### src/rtl/logic_reduce_pkg.sv
// Shared constants for the sequential bitwise reduction engine.
// Operator codes and FSM state encoding.
package logic_reduce_pkg;

   localparam logic [1:0] MODE_OR  = 2'b00;
   localparam logic [1:0] MODE_AND = 2'b01;
   localparam logic [1:0] MODE_XOR = 2'b10;
   localparam logic [1:0] MODE_NOR = 2'b11;

   typedef enum logic [1:0] {
      ST_IDLE  = 2'd0,
      ST_ACCUM = 2'd1,
      ST_DONE  = 2'd2
   } state_t;

endpackage

### src/rtl/logic_op_unit_v.sv
// Combinational operator datapath: folds one beat into the accumulator and
// derives the final column vector / reduced bit from the folded value.
module logic_op_unit_v
   import logic_reduce_pkg::*;
#(
   parameter int WIDTH = 4
) (
   input  logic [1:0]       i_mode,
   input  logic [WIDTH-1:0] i_acc,
   input  logic [WIDTH-1:0] i_data,
   output logic [WIDTH-1:0] o_acc_nxt,
   output logic [WIDTH-1:0] o_col,
   output logic             o_f
);

   always_comb begin
      o_acc_nxt = i_acc ^ i_data;
      case (i_mode)
         MODE_OR, MODE_NOR: o_acc_nxt = i_acc | i_data;
         MODE_AND:          o_acc_nxt = i_acc & i_data;
         default:           o_acc_nxt = i_acc ^ i_data;
      endcase
   end

   // Finalisation looks at the post-beat value so the result can be
   // registered on the same edge that accepts the last beat.
   always_comb begin
      o_col = o_acc_nxt;
      o_f   = |o_acc_nxt;
      case (i_mode)
         MODE_OR:  begin o_col = o_acc_nxt;  o_f = |o_acc_nxt;  end
         MODE_AND: begin o_col = o_acc_nxt;  o_f = &o_acc_nxt;  end
         MODE_XOR: begin o_col = o_acc_nxt;  o_f = ^o_acc_nxt;  end
         MODE_NOR: begin o_col = ~o_acc_nxt; o_f = ~|o_acc_nxt; end
         default:  begin o_col = o_acc_nxt;  o_f = |o_acc_nxt;  end
      endcase
   end

endmodule

### src/rtl/logic_reduce_seq_v.sv
// Sequential reduction engine: accepts a programmable number of beats,
// folds them with OR/AND/XOR/NOR and presents the result under a handshake.
module logic_reduce_seq_v
   import logic_reduce_pkg::*;
#(
   parameter int WIDTH     = 4,
   parameter int MAX_BEATS = 16,
   parameter int BEAT_W    = $clog2(MAX_BEATS + 1)
) (
   input  logic              i_clk,
   input  logic              i_rst,
   input  logic              i_start,
   input  logic [1:0]        i_mode,
   input  logic [BEAT_W-1:0] i_beats,
   input  logic              i_valid,
   input  logic [WIDTH-1:0]  i_data,
   output logic              o_ready,
   output logic              o_valid,
   input  logic              i_out_ready,
   output logic [WIDTH-1:0]  o_col,
   output logic              o_f,
   output logic              o_busy,
   output logic [BEAT_W-1:0] o_beat_cnt
);

   localparam logic [BEAT_W-1:0] MAX_B = BEAT_W'(MAX_BEATS);
   localparam logic [BEAT_W-1:0] ONE_B = BEAT_W'(1);

   state_t            state_q, state_d;
   logic [1:0]        mode_q, mode_d;
   logic [BEAT_W-1:0] beats_q, beats_d;
   logic [BEAT_W-1:0] cnt_q, cnt_d;
   logic [WIDTH-1:0]  acc_q, acc_d;
   logic [WIDTH-1:0]  col_q, col_d;
   logic              f_q, f_d;

   logic [BEAT_W-1:0] eff_beats;
   logic [BEAT_W-1:0] cnt_inc;
   logic [WIDTH-1:0]  acc_nxt;
   logic [WIDTH-1:0]  col_nxt;
   logic              f_nxt;

   assign eff_beats = (i_beats == '0)   ? ONE_B :
                      (i_beats > MAX_B) ? MAX_B : i_beats;
   assign cnt_inc   = cnt_q + ONE_B;

   logic_op_unit_v #(.WIDTH(WIDTH)) u_op (
      .i_mode    (mode_q),
      .i_acc     (acc_q),
      .i_data    (i_data),
      .o_acc_nxt (acc_nxt),
      .o_col     (col_nxt),
      .o_f       (f_nxt)
   );

   always_comb begin
      state_d = state_q;
      mode_d  = mode_q;
      beats_d = beats_q;
      cnt_d   = cnt_q;
      acc_d   = acc_q;
      col_d   = col_q;
      f_d     = f_q;
      case (state_q)
         ST_IDLE: begin
            if (i_start) begin
               mode_d  = i_mode;
               beats_d = eff_beats;
               acc_d   = (i_mode == MODE_AND) ? '1 : '0;
               cnt_d   = '0;
               state_d = ST_ACCUM;
            end
         end
         ST_ACCUM: begin
            if (i_valid) begin
               acc_d = acc_nxt;
               cnt_d = cnt_inc;
               if (cnt_inc == beats_q) begin
                  col_d   = col_nxt;
                  f_d     = f_nxt;
                  state_d = ST_DONE;
               end
            end
         end
         ST_DONE: begin
            if (i_out_ready) state_d = ST_IDLE;
         end
         default: state_d = ST_IDLE;
      endcase
   end

   always_ff @(posedge i_clk) begin
      if (i_rst) begin
         state_q <= ST_IDLE;
         mode_q  <= MODE_OR;
         beats_q <= '0;
         cnt_q   <= '0;
         acc_q   <= '0;
         col_q   <= '0;
         f_q     <= 1'b0;
      end else begin
         state_q <= state_d;
         mode_q  <= mode_d;
         beats_q <= beats_d;
         cnt_q   <= cnt_d;
         acc_q   <= acc_d;
         col_q   <= col_d;
         f_q     <= f_d;
      end
   end

   assign o_ready    = (state_q == ST_ACCUM);
   assign o_valid    = (state_q == ST_DONE);
   assign o_busy     = (state_q != ST_IDLE);
   assign o_col      = col_q;
   assign o_f        = f_q;
   assign o_beat_cnt = cnt_q;

endmodule

### config.mk
export PLATFORM = sky130hd
export DESIGN_NAME = logic_reduce_seq_v
export DESIGN_NICKNAME = d
export VERILOG_FILES = /design/src/rtl/logic_reduce_pkg.sv /design/src/rtl/logic_op_unit_v.sv /design/src/rtl/logic_reduce_seq_v.sv
export SDC_FILE = /design/constraint.sdc
export NUM_CORES = 1
export LEC_CHECK = 0
export ABC_AREA = 1
export ABC_CLOCK_PERIOD_IN_PS = 3200
export BUFFER_PORTS_ARGS = -buffer_cell sky130_fd_sc_hd__buf_2
export CORE_ASPECT_RATIO = 0.6
export CORE_MARGIN = 2
export CORE_UTILIZATION = 60
export CTS_BUF_LIST = sky130_fd_sc_hd__clkbuf_8 sky130_fd_sc_hd__clkbuf_16
export DETAILED_ROUTE_END_ITERATION = 12
export MAX_ROUTING_LAYER = met4
export PLACE_DENSITY = 0.87
export SLEW_MARGIN = 20
export SYNTH_ARGS = -nofsm -noshare
export SYNTH_HDL_FRONTEND = slang
export SYNTH_HIERARCHICAL = 1
export SYNTH_SLANG_ARGS = --single-unit
### constraint.sdc
create_clock -name i_clk -period 3.2 [get_ports i_clk]
set_input_delay 0.32 -clock i_clk [delete_from_list [all_inputs] [get_ports i_clk]]
set_output_delay 0.32 -clock i_clk [all_outputs]
set_load 0.01 [all_outputs]
==> flow_summary.yaml <==
clock_network:
  cts_max_path_buffers: 2
  clock_tree.htree_level_count: 1
  clk-insertion-delay-late_ps: 270
  worst_setup_hold_path_clk_slew_ps: 80
  cts_setup_buffers: 0
  tritoncts.num_buffers: 3
  cts.repair.resized: 0
  master_cell_of_the_clock_root_buffer: "sky130_fd_sc_hd__clkbuf_8"
  tritoncts_num_sinks: 23
  tritoncts: "built"
  hold_buffers: 0
sta:
  worst_hold_slack_ps: 295
  worst_slew_pin_slew_ps: 303
  report.final.slew_viol_count: 0
  final-setup-viol-count: 0
  setup-tns-final_ps: 0
  finalHoldViolations: 0
  finalCritPeriodShare: 0.688
  fin_crit_ps: 2200
  max_slew_margin: 0.797
  fin_skew_ps: 4.14
  rsz0062_at_grt: "false"
  maxClockFrequency_ghz: 0.454
detailed_routing:
  number_of_vias_in_the_routed_layout: 1502
  drt_wl_total_um: 3390
  routed_via_density: 4.94
  detail_route.drc_violations: 0
  drt_first_pass_iters: 4
  post_drt_wl_per_cell_um: 11.1
  ant_nets: 0
  first_iter_violations: 83
logic_synthesis:
  combinational_family_with_the_most_area_after_synthesis: "simple AND/OR/NAND/NOR gates"
  netlist_area_um2: 1620
  syn_area_per_cell_um2: 6.68
  synth.lib_cells_used.distinct: 30
  synth_seq_area_share: 0.285
  top_cells_by_count_synth: "sky130_fd_sc_hd__nand2_1, sky130_fd_sc_hd__inv_1, sky130_fd_sc_hd__nor2_1"
  most_frequently_used_flop_master_after_synthesis: "sky130_fd_sc_hd__dfxtp_1"
  post_synth_mux_area_share: 0
  synth_xor_area_frac: 0.0163
  synth-compound-area-share: 0.103
  netlist_instances: 242
  simple_gate_portion_of_the_synthesized_area: 0.365
  netlist_top_cells_area: "sky130_fd_sc_hd__dfxtp_1, sky130_fd_sc_hd__nand2_1, sky130_fd_sc_hd__ha_1, sky130_fd_sc_hd__inv_1, sky130_fd_sc_hd__nor2_1"
  synth_most_common_cell: "sky130_fd_sc_hd__nand2_1"
  synth.ff_latch_count: 23
  postSynthNetCount: 272
  area_share_of_the_largest_cell_type_after_synthesis: 0.285
  synth_top_cell_by_area: "sky130_fd_sc_hd__dfxtp_1"
  synth_adder_area_share: 0.108
  synth_enable_flop_cells: 0
  ys_warn_count: 6
  proportion_of_synthesized_flip_flops_having_asynchronous_set_or_reset: 0
die:
  fp.dieH_um: 44.2
  ios: 29
  design.core.area_um2: 2540
  chipWidth_um: 71.0
  row_count: 14
  die_area_um2: 3140
  floorplan.initialDensity: 0.636
place:
  input_output_buffers: 28
  hpwl_um: 2670
  place.gp.congestion: 0.910
cells_and_area:
  area_growth_pct: 13.1
  layout_cells_sized_above_1: 0.206
  n_fill_cell: 228
  antenna-diode-count: 0
  nNetsFinal: 303
setup_path:
  critical_path_arrival_ps: 2370
  worst_flop_to_flop_path_startpoint: "mode_q[0]"
  critPathMaxFanout: 4
  setup.worst_path.start_class: "flip-flop"
  setup.worst_path.start: "mode_q[0]"
  crit_path_end_kind: "flip-flop"
  worst_ep_required_time_ps: 3370
  path_class: "flip-flop to flip-flop"
power:
  p_leak_nw: 0.941
  vdd_ir_drop_max_mv: 0.342
  powerDensity_nw_per_um2: 384
min_path:
  hold_start: "i_beats[2]"
  class_of_the_tightest_hold_or_removal_check: "primary input to flip-flop"
grt:
  grt_util_all_layers: 0.243
  number_of_antenna_violations_at_the_first_check_in_global_routing: 0
  grt_pass1_wl_um: 5710
  grt_start_max_net_pins: 16
  overflow: 0
  grt_pass1_vias: 1265
flow_run:
  maxCapViolations: 0
outcome:
  outcome: "completed"
cells by family (layout without fill, tap and decap cells):
family                   after synthesis  after routing
AND/OR/NAND/NOR                      123            123
buffers and inverters                 50             80
AO/OA/AOI/OAI                         29             29
flip-flops                            23             23
adder cells (fa/ha/maj)               14             14
XOR/XNOR                               3              3
layout make-up:
cell class	count	area [um2]	share of cell area
clock buffer	3	41.3	0.0226
clock inverter	1	5.00	0.00274
inverter	48	183	0.0999
multi-input combinational	169	958	0.524
sequential	23	460	0.252
tap	32	40.0	0.0219
timing repair buffer	28	140	0.0767
state kept, by name, indices dropped and copies added, names as in the netlist:
signal,count
mode_q,2
acc_q,4
o_beat_cnt,5
o_col,4
o_f,1
beats_q,5
state_q,2
metrics by stage:
| stage | total power [mW] | instance area (um2) | worst slack (ps) | util | std cells |
|---|---|---|---|---|---|
| floorplan | 0.471 | 1620 | 1310 | - | 242 |
| global placement | 0.518 | 1780 | 1170 | 0.701 | 300 |
| detailed placement | 0.522 | 1780 | 1060 | 0.701 | 300 |
| CTS | 0.702 | 1830 | 1040 | 0.720 | 304 |
| global route | 0.743 | 1830 | 844 | 0.720 | 304 |
| finish | 0.701 | 1830 | 998 | 0.720 | 304 |
power by group:
| part | switching [mW] | leakage (nW) | internal, mW |
|---|---|---|---|
| combinational | 0.133 | 0.728 | 0.0744 |
| clock | 0.0946 | 0.0255 | 0.0871 |
| sequential | 0.0124 | 0.187 | 0.300 |
final timing paths:
check,end,slack (ps),cells past startpoint
worst max-delay path,o_f,1000,14
worst min-delay path,beats_q[2],300,3
worst max register to register,o_f,1000,14
worst min register to register,beats_q[0],480,2
cells in the final DEF (no fill, tap or decap), drive strengths merged:
master and instances:
a31oi 2, dfxtp 23, a21oi 17, nor3 4
nand4 4, ha 14, clkinv 1, xor2 3
nand3b 2, nor2 33, nand3 11, nand2 67
or2 2, o21ai 10, buf 28, inv 48
clkbuf 3
critical path, stage by stage, from the launching register on:
cell	delay (ps)
sky130_fd_sc_hd__dfxtp_1	380
sky130_fd_sc_hd__inv_1	80
sky130_fd_sc_hd__ha_1	350
sky130_fd_sc_hd__o21ai_0	140
sky130_fd_sc_hd__o21ai_1	240
sky130_fd_sc_hd__inv_1	120
sky130_fd_sc_hd__ha_1	190
sky130_fd_sc_hd__nand2_1	70
sky130_fd_sc_hd__inv_1	40
sky130_fd_sc_hd__nand3_1	60
sky130_fd_sc_hd__nand2_1	50
sky130_fd_sc_hd__nor2_1	140
sky130_fd_sc_hd__a21oi_2	70
sky130_fd_sc_hd__nor2_1	110
sky130_fd_sc_hd__nor2_1	60
routing by layer:
| metal | up-vias | global-route usage | wire length [um] |
|---|---|---|---|
| met1 | 649 | 0.348 | 1770 |
| met2 | 45 | 0.344 | 1340 |
| met5 | - | - | 0 |
| met4 | 0 | 0.0491 | 16 |
| li1 | 804 | - | - |
| met3 | 4 | 0.0661 | 256 |
Note: power is estimated with default switching activity, not from simulation.
